$ cat config.mk
export PLATFORM = sky130hd
export DESIGN_NAME = fp_norm_round
export DESIGN_NICKNAME = d
export VERILOG_FILES = /design/src/rtl/fp_pkg.sv /design/src/rtl/fp_lzc.sv /design/src/rtl/fp_norm_round.sv
export SDC_FILE = /design/constraint.sdc
export NUM_CORES = 1
export LEC_CHECK = 0
export ABC_AREA = 1
export CAP_MARGIN = 20
export CORE_ASPECT_RATIO = 0.5
export CORE_MARGIN = 2
export CORE_UTILIZATION = 55
export CTS_BUF_LIST = sky130_fd_sc_hd__clkbuf_8
export DETAILED_ROUTE_END_ITERATION = 8
export MAX_ROUTING_LAYER = met4
export PLACE_DENSITY_LB_ADDON = 0.25
export SYNTH_ARGS = -nofsm -noshare
export SYNTH_HDL_FRONTEND = slang
export SYNTH_SLANG_ARGS = --single-unit
$ cat constraint.sdc
create_clock -name clk -period 2.55 [get_ports clk]
set_input_delay 0.51 -clock clk [delete_from_list [all_inputs] [get_ports clk]]
set_output_delay 0.51 -clock clk [all_outputs]
set_load 0.02 [all_outputs]
$ cat src/rtl/fp_pkg.sv
// Shared definitions for the floating-point normalise/round block:
// format defaults, exponent bias, GRS bit positions and FSM state encoding.
package fp_pkg;

    localparam int unsigned EXP_W_DEF = 8;
    localparam int unsigned MAN_W_DEF = 23;
    localparam int unsigned EXP_BIAS  = (1 << (EXP_W_DEF - 1)) - 1;

    // Bit positions inside the 3-bit guard/round/sticky vector
    localparam int unsigned GRS_G = 2;
    localparam int unsigned GRS_R = 1;
    localparam int unsigned GRS_S = 0;

    typedef enum logic [1:0] {
        ST_IDLE  = 2'd0,
        ST_NORM  = 2'd1,
        ST_ROUND = 2'd2,
        ST_DONE  = 2'd3
    } state_t;

endpackage

$ cat src/rtl/fp_lzc.sv
// Leading-zero counter; returns W when the input is all zero.
module fp_lzc #(
    parameter int unsigned W = 24,
    localparam int unsigned CNT_W = $clog2(W + 1)
) (
    input  logic [W-1:0]     value,
    output logic [CNT_W-1:0] count_c
);

    // Scan upward so the highest set bit has the final say
    always_comb begin
        count_c = CNT_W'(W);
        for (int i = 0; i < W; i++) begin
            if (value[i]) begin
                count_c = CNT_W'(W - 1 - i);
            end
        end
    end

endmodule

$ cat src/rtl/fp_norm_round.sv
// Post-add normalise and round-to-nearest-even stage producing a packed IEEE-754 result.
// Define FP_NORM_FAST_LZC_EN for single-cycle normalisation via fp_lzc.
module fp_norm_round
    import fp_pkg::*;
#(
    parameter int unsigned EXP_W = EXP_W_DEF,
    parameter int unsigned MAN_W = MAN_W_DEF
) (
    input  logic                   clk,
    input  logic                   rst,
    input  logic                   in_valid,
    output logic                   in_ready,
    input  logic                   sign,
    input  logic [EXP_W-1:0]       exp_in,
    input  logic [MAN_W:0]         sum_in,
    input  logic                   cout_in,
    input  logic [2:0]             grs_in,
    output logic                   out_valid,
    input  logic                   out_ready,
    output logic [EXP_W+MAN_W:0]   result,
    output logic                   overflow,
    output logic                   underflow
);

    localparam int unsigned SIG_W = MAN_W + 1;
    localparam int unsigned RND_W = SIG_W + 1;
    localparam int unsigned EI_W  = EXP_W + 2;
    localparam int unsigned RES_W = 1 + EXP_W + MAN_W;

    localparam logic [EI_W-1:0] EXP_ONE = EI_W'(1);
    localparam logic [EI_W-1:0] EXP_MAX = {2'b00, {EXP_W{1'b1}}};

    state_t             state_q, state_d;
    logic               sign_q, sign_d;
    logic [EI_W-1:0]    exp_q, exp_d;
    logic [SIG_W-1:0]   sig_q, sig_d;
    logic               cout_q, cout_d;
    logic [2:0]         grs_q, grs_d;
    logic [RES_W-1:0]   result_d;
    logic               overflow_d, underflow_d;
    logic               in_ready_d, out_valid_d;

    // Rounding datapath, evaluated from the normalised registers
    logic               inc_c;
    logic [RND_W-1:0]   sig_rnd_c;
    logic [SIG_W-1:0]   sig_fin_c;
    logic [EI_W-1:0]    exp_fin_c;

    assign inc_c     = grs_q[GRS_G] & (grs_q[GRS_R] | grs_q[GRS_S] | sig_q[0]);
    assign sig_rnd_c = {1'b0, sig_q} + RND_W'(inc_c);
    assign sig_fin_c = sig_rnd_c[SIG_W] ? sig_rnd_c[SIG_W:1] : sig_rnd_c[SIG_W-1:0];
    assign exp_fin_c = sig_rnd_c[SIG_W] ? exp_q + EXP_ONE : exp_q;

`ifdef FP_NORM_FAST_LZC_EN
    localparam int unsigned LZ_W = $clog2(SIG_W + 1);

    logic [LZ_W-1:0]    lzc_c;
    logic [EI_W-1:0]    lead_c;
    logic [EI_W-1:0]    max_sh_c;
    logic [EI_W-1:0]    sh_c;
    logic [SIG_W+1:0]   norm_vec_c;

    fp_lzc #(.W(SIG_W)) u_lzc (
        .value   (sig_q),
        .count_c (lzc_c)
    );

    // Guard and round continue the significand so the full left shift
    // matches the bit-at-a-time walk, clamped so exp never drops below 1
    always_comb begin
        if (sig_q != '0) begin
            lead_c = EI_W'(lzc_c);
        end else if (grs_q[GRS_G]) begin
            lead_c = EI_W'(SIG_W);
        end else if (grs_q[GRS_R]) begin
            lead_c = EI_W'(SIG_W + 1);
        end else begin
            lead_c = '1;
        end
        max_sh_c   = (exp_q > EXP_ONE) ? exp_q - EXP_ONE : '0;
        sh_c       = (lead_c < max_sh_c) ? lead_c : max_sh_c;
        norm_vec_c = {sig_q, grs_q[GRS_G], grs_q[GRS_R]} << sh_c;
    end
`else
    logic [SIG_W-1:0]   sig_l_c;
    logic [EI_W-1:0]    exp_l_c;

    assign sig_l_c = {sig_q[SIG_W-2:0], grs_q[GRS_G]};
    assign exp_l_c = exp_q - EXP_ONE;
`endif

    // Next-state and datapath updates
    always_comb begin
        state_d     = state_q;
        sign_d      = sign_q;
        exp_d       = exp_q;
        sig_d       = sig_q;
        cout_d      = cout_q;
        grs_d       = grs_q;
        result_d    = result;
        overflow_d  = overflow;
        underflow_d = underflow;

        case (state_q)
            ST_IDLE: begin
                if (in_valid) begin
                    sign_d  = sign;
                    exp_d   = {2'b00, exp_in};
                    sig_d   = sum_in;
                    cout_d  = cout_in;
                    grs_d   = grs_in;
                    state_d = ST_NORM;
                end
            end

            ST_NORM: begin
                if (cout_q) begin
                    sig_d   = {1'b1, sig_q[SIG_W-1:1]};
                    grs_d   = {sig_q[0], grs_q[GRS_G], grs_q[GRS_R] | grs_q[GRS_S]};
                    exp_d   = exp_q + EXP_ONE;
                    cout_d  = 1'b0;
                    state_d = ST_ROUND;
                end else if (sig_q == '0 && grs_q == '0) begin
                    result_d    = '0;
                    overflow_d  = 1'b0;
                    underflow_d = 1'b0;
                    state_d     = ST_DONE;
                end else begin
`ifdef FP_NORM_FAST_LZC_EN
                    sig_d   = norm_vec_c[SIG_W+1:2];
                    grs_d   = {norm_vec_c[1], norm_vec_c[0], grs_q[GRS_S]};
                    exp_d   = exp_q - sh_c;
                    state_d = ST_ROUND;
`else
                    if (sig_q[SIG_W-1] || exp_q <= EXP_ONE) begin
                        state_d = ST_ROUND;
                    end else begin
                        sig_d = sig_l_c;
                        grs_d = {grs_q[GRS_R], 1'b0, grs_q[GRS_S]};
                        exp_d = exp_l_c;
                        if (sig_l_c[SIG_W-1] || exp_l_c <= EXP_ONE) begin
                            state_d = ST_ROUND;
                        end
                    end
`endif
                end
            end

            ST_ROUND: begin
                if (exp_fin_c >= EXP_MAX) begin
                    result_d    = {sign_q, {EXP_W{1'b1}}, MAN_W'(0)};
                    overflow_d  = 1'b1;
                    underflow_d = 1'b0;
                end else if (!sig_fin_c[SIG_W-1]) begin
                    result_d    = {sign_q, EXP_W'(0), sig_fin_c[MAN_W-1:0]};
                    overflow_d  = 1'b0;
                    underflow_d = |grs_q;
                end else begin
                    result_d    = {sign_q, exp_fin_c[EXP_W-1:0], sig_fin_c[MAN_W-1:0]};
                    overflow_d  = 1'b0;
                    underflow_d = 1'b0;
                end
                state_d = ST_DONE;
            end

            ST_DONE: begin
                if (out_ready) begin
                    state_d = ST_IDLE;
                end
            end

            default: state_d = ST_IDLE;
        endcase

        in_ready_d  = (state_d == ST_IDLE);
        out_valid_d = (state_d == ST_DONE);
    end

    // State, datapath and output registers
    always_ff @(posedge clk) begin
        if (rst) begin
            state_q   <= ST_IDLE;
            sign_q    <= 1'b0;
            exp_q     <= '0;
            sig_q     <= '0;
            cout_q    <= 1'b0;
            grs_q     <= '0;
            result    <= '0;
            overflow  <= 1'b0;
            underflow <= 1'b0;
            in_ready  <= 1'b1;
            out_valid <= 1'b0;
        end else begin
            state_q   <= state_d;
            sign_q    <= sign_d;
            exp_q     <= exp_d;
            sig_q     <= sig_d;
            cout_q    <= cout_d;
            grs_q     <= grs_d;
            result    <= result_d;
            overflow  <= overflow_d;
            underflow <= underflow_d;
            in_ready  <= in_ready_d;
            out_valid <= out_valid_d;
        end
    end

endmodule

==> metrics.csv <==
stage,metric,value,unit
power,leakagePower,2.41,nW
sta,finalMaxSlewViolations,0,
placed_design,dp.cells,940,
setup_path,worst_setup_path_start_kind,flop,
clock_tree,cts_made_buffers,9,
sta,skew,0.0158,ns
die,initial_core_util,0.571,
sta,period_share,0.925,
synth,synthesis.area,5030,um^2
clock_tree,clk_path_buf_depth,2,
setup_path,crit_family,simple AND/OR/NAND/NOR gates,
die,core,8800,um^2
synth,ys_seq_elements,77,
synth,netlist_instances,769,
die,die_height,71.6,um
sta,rsz0062_at_grt,yes,
global_routing,grt_pass1_wl,24.9,mm
synth,synth_xor_area_frac,0.0366,
setup_path,endpoint_kind,flop,
setup_path,worstSetupPathType,reg -> reg,
placed_design,hpwl,12.0,mm
routing,dr_wl_met2,6.05,mm
routing,routed.top_layer,met4,
final_layout,final_common_cell,nor2_1,
routing,viasPerCell,5.80,
clock_tree,hold_buffers,0,
synth,synth_cell_type_count,39,
sta,period_needed,2.36,ns
synth,syn_area_per_cell,6.54,um^2
routing,wirelength,16.0,mm
placed_design,gp_congestion,1.01,
clock_tree,clk_latency,0.38,ns
setup_path,cp.arrival,2.68,ns
routing,routedWlPerCell,16.7,um
sta,hold_violations,0,
synth,synth_mux_area_frac,0,
synth,synth-compound-area-share,0.213,
final_layout,final_cell_mix,"126 x nor2_1, 110 x nand2_1, 80 x a21oi_1",
die,ioPinCount,77,
power,peakVddDrop,0.483,mV
routing,drt-initial-drc-count,572,
synth,yosysWarnings,0,
final_layout,postLayoutCoreUtil,0.695,
clock_tree,htree_levels,3,
global_routing,grt_pass1_vias,4831,
synth,synth_fa_ha_area_frac,0.0149,
sta,tightestPinTransition,0.505,ns
final_layout,nNetsFinal,883,
synth,synthFlopType,dfxtp_1,
final_layout,diodes,0,
clock_tree,cts.sinks,77,
job,maxCapViolations,0,
global_routing,grt_max_degree,41,
die,fp.dieW,139,um
routing,drcViolationCount,0,
setup_path,cpPeakStageDelay,0.36,ns
synth,synth-simple-area-share,0.327,
global_routing,track_usage,0.328,
synth,syn_nets,816,
sta,timing.final.setup_violations,0,
placed_design,port-buffer-count,76,
routing,firstDrtPassIters,5,
clock_tree,cts_root_buf,clkbuf_8,
routing,num_vias,5557,
setup_path,crit_start,sig_q[0]$_SDFFE_PP0P_,
hold_path,hold_class,reg -> reg,
setup_path,timing.rr.start,sig_q[0]$_SDFFE_PP0P_,
power,cellPowerDensity,821,nW/um^2
final_layout,syn_to_final_growth,21.7,%
clock_tree,cts_tree,yes,
setup_path,crit_chain,nand2_1 -> inv_1 -> ha_1 -> nand2_2 -> nor2_4 -> nand2_1 -> nor2_2 -> nand2_1 -> nor2_4 -> nand3_2 -> nand2_4 -> nand2_1 -> o21a_1 -> a21oi_2,
global_routing,antenna_found_initial,0,
routing,ant_nets,0,
status,outcome,"complete, no violations",
synth,async_reset_ff_frac,0,
global_routing,grt_overflow,0,
die,die_area,9970,um^2
setup_path,critPathMaxFanout,9,
synth,ys_seq_area_frac,0.307,
routing,m1WireLength,7.63,mm
hold_path,hp-start,sign_q$_SDFFE_PP0P_,
clock_tree,cts.reportedPaths.clkPinSlew,0.10,ns
sta,clock.fmax,424,MHz
setup_path,cp_num_buf_inv,1,
final_layout,drive_above_1_share,0.107,
synth,synth_edf_count,0,
die,num_rows,24,
sta,relSlewSlack,0.660,
setup_path,crit_path_frequent_cell,nand2_1,
final_layout,fin_cells,958,
setup_path,required,2.87,ns
setup_path,slowest_stage,dfxtp_1,
routing,dr_wl_met3,2.10,mm
synth,synth_top_family_by_area,simple AND/OR/NAND/NOR gates,
==> tightest hold or removal path: stages (launching register included) <==
cell and delay, ns:
dfxtp_1 0.32, nand2_1 0.06, a21oi_1 0.05
==> timing repair <==
action                     CTS  global route
buffers inserted             0             1
setup endpoints to repair    0            51
gates resized for setup      0             7
==> power by group <==
group	switching, mW	internal (mW)
combinational	1.50	0.797
clock	0.542	0.470
sequential	0.280	1.43
==> cell usage after synthesis (2+ instances only) <==
master      n  area share
nand4_1     8       0.010
nand2_2    12       0.015
o21ai_0    53       0.053
xor2_1     20       0.035
o21ai_1     2      0.0020
nand2_1   112       0.084
a21oi_2     9       0.016
buf_4       3      0.0045
nor2_2      9       0.011
nand3_1    77       0.077
inv_1      66       0.049
a221oi_1   26       0.045
a22oi_1     2      0.0030
or2_2       2      0.0025
nor2_1    126       0.094
buf_2       5      0.0050
nor2_4      2      0.0045
ha_1        6       0.015
a21oi_1    80       0.080
dfxtp_1    77        0.31
o22ai_1     2      0.0025
nor2_8      2      0.0080
inv_2       6      0.0045
a211oi_1    2      0.0030
clkbuf_1   28       0.021
clkinv_1    3      0.0022
nor3_1      8      0.0080
buf_6       7       0.016
nand2_4     4      0.0090
==> cells by family after synthesis <==
logic type | after synthesis
xor gates and xnor gates | 21
and+or+nand+nor | 365
AOI/OAI and AO/OA | 182
DFF | 77
buffers and inverters | 118
adders and majority gates | 6
==> routing by layer <==
metal / vias up / global-route usage
li1: 2691 / -
met1: 2534 / 0.499
met2: 306 / 0.414
met3: 26 / 0.100
met4: 0 / 0.0685
met5: - / -
==> state kept, by name (all words and copies together) (netlist names), 2 cells and up <==
register / cells
state_q: 2
result: 32
grs_q: 3
sig_q: 24
exp_q: 10
==> final cells by class <==
| class | count | area (um^2) |
|---|---|---|
| clock buffers | 9 | 124 |
| clock inverters | 7 | 81.3 |
| fillers | 768 | 2680 |
| inverters | 75 | 282 |
| multi-input cells | 575 | 3000 |
| flip-flops and latches | 77 | 1540 |
| well taps | 117 | 146 |
| repair buffers | 98 | 938 |
==> final timing paths <==
path | to | slack (ns) | cells after the start
worst max-delay path | result[24]$_SDFFE_PP0P_ | 0.19 | 14
worst min-delay path | sign_q$_SDFFE_PP0P_ | 0.48 | 2
worst max register to register | result[24]$_SDFFE_PP0P_ | 0.19 | 14
worst min register to register | sign_q$_SDFFE_PP0P_ | 0.48 | 2
==> per-stage QoR <==
stage	setup WS, ns	setup TNS [ns]	hold slack (ns)	total power [mW]	cell area (um^2)
after floorplan	0.383	0	0.441	3.21	5030
after global placement	0.273	0	0.451	3.92	5870
after detailed placement	0.178	0	0.471	3.94	5870
after CTS	0.158	0	0.486	4.93	6080
after global routing	-0.0228	-0.0228	0.497	5.32	6120
final	0.191	0	0.478	5.02	6120
No activity file was read; power rests on OpenSTA's default activity.
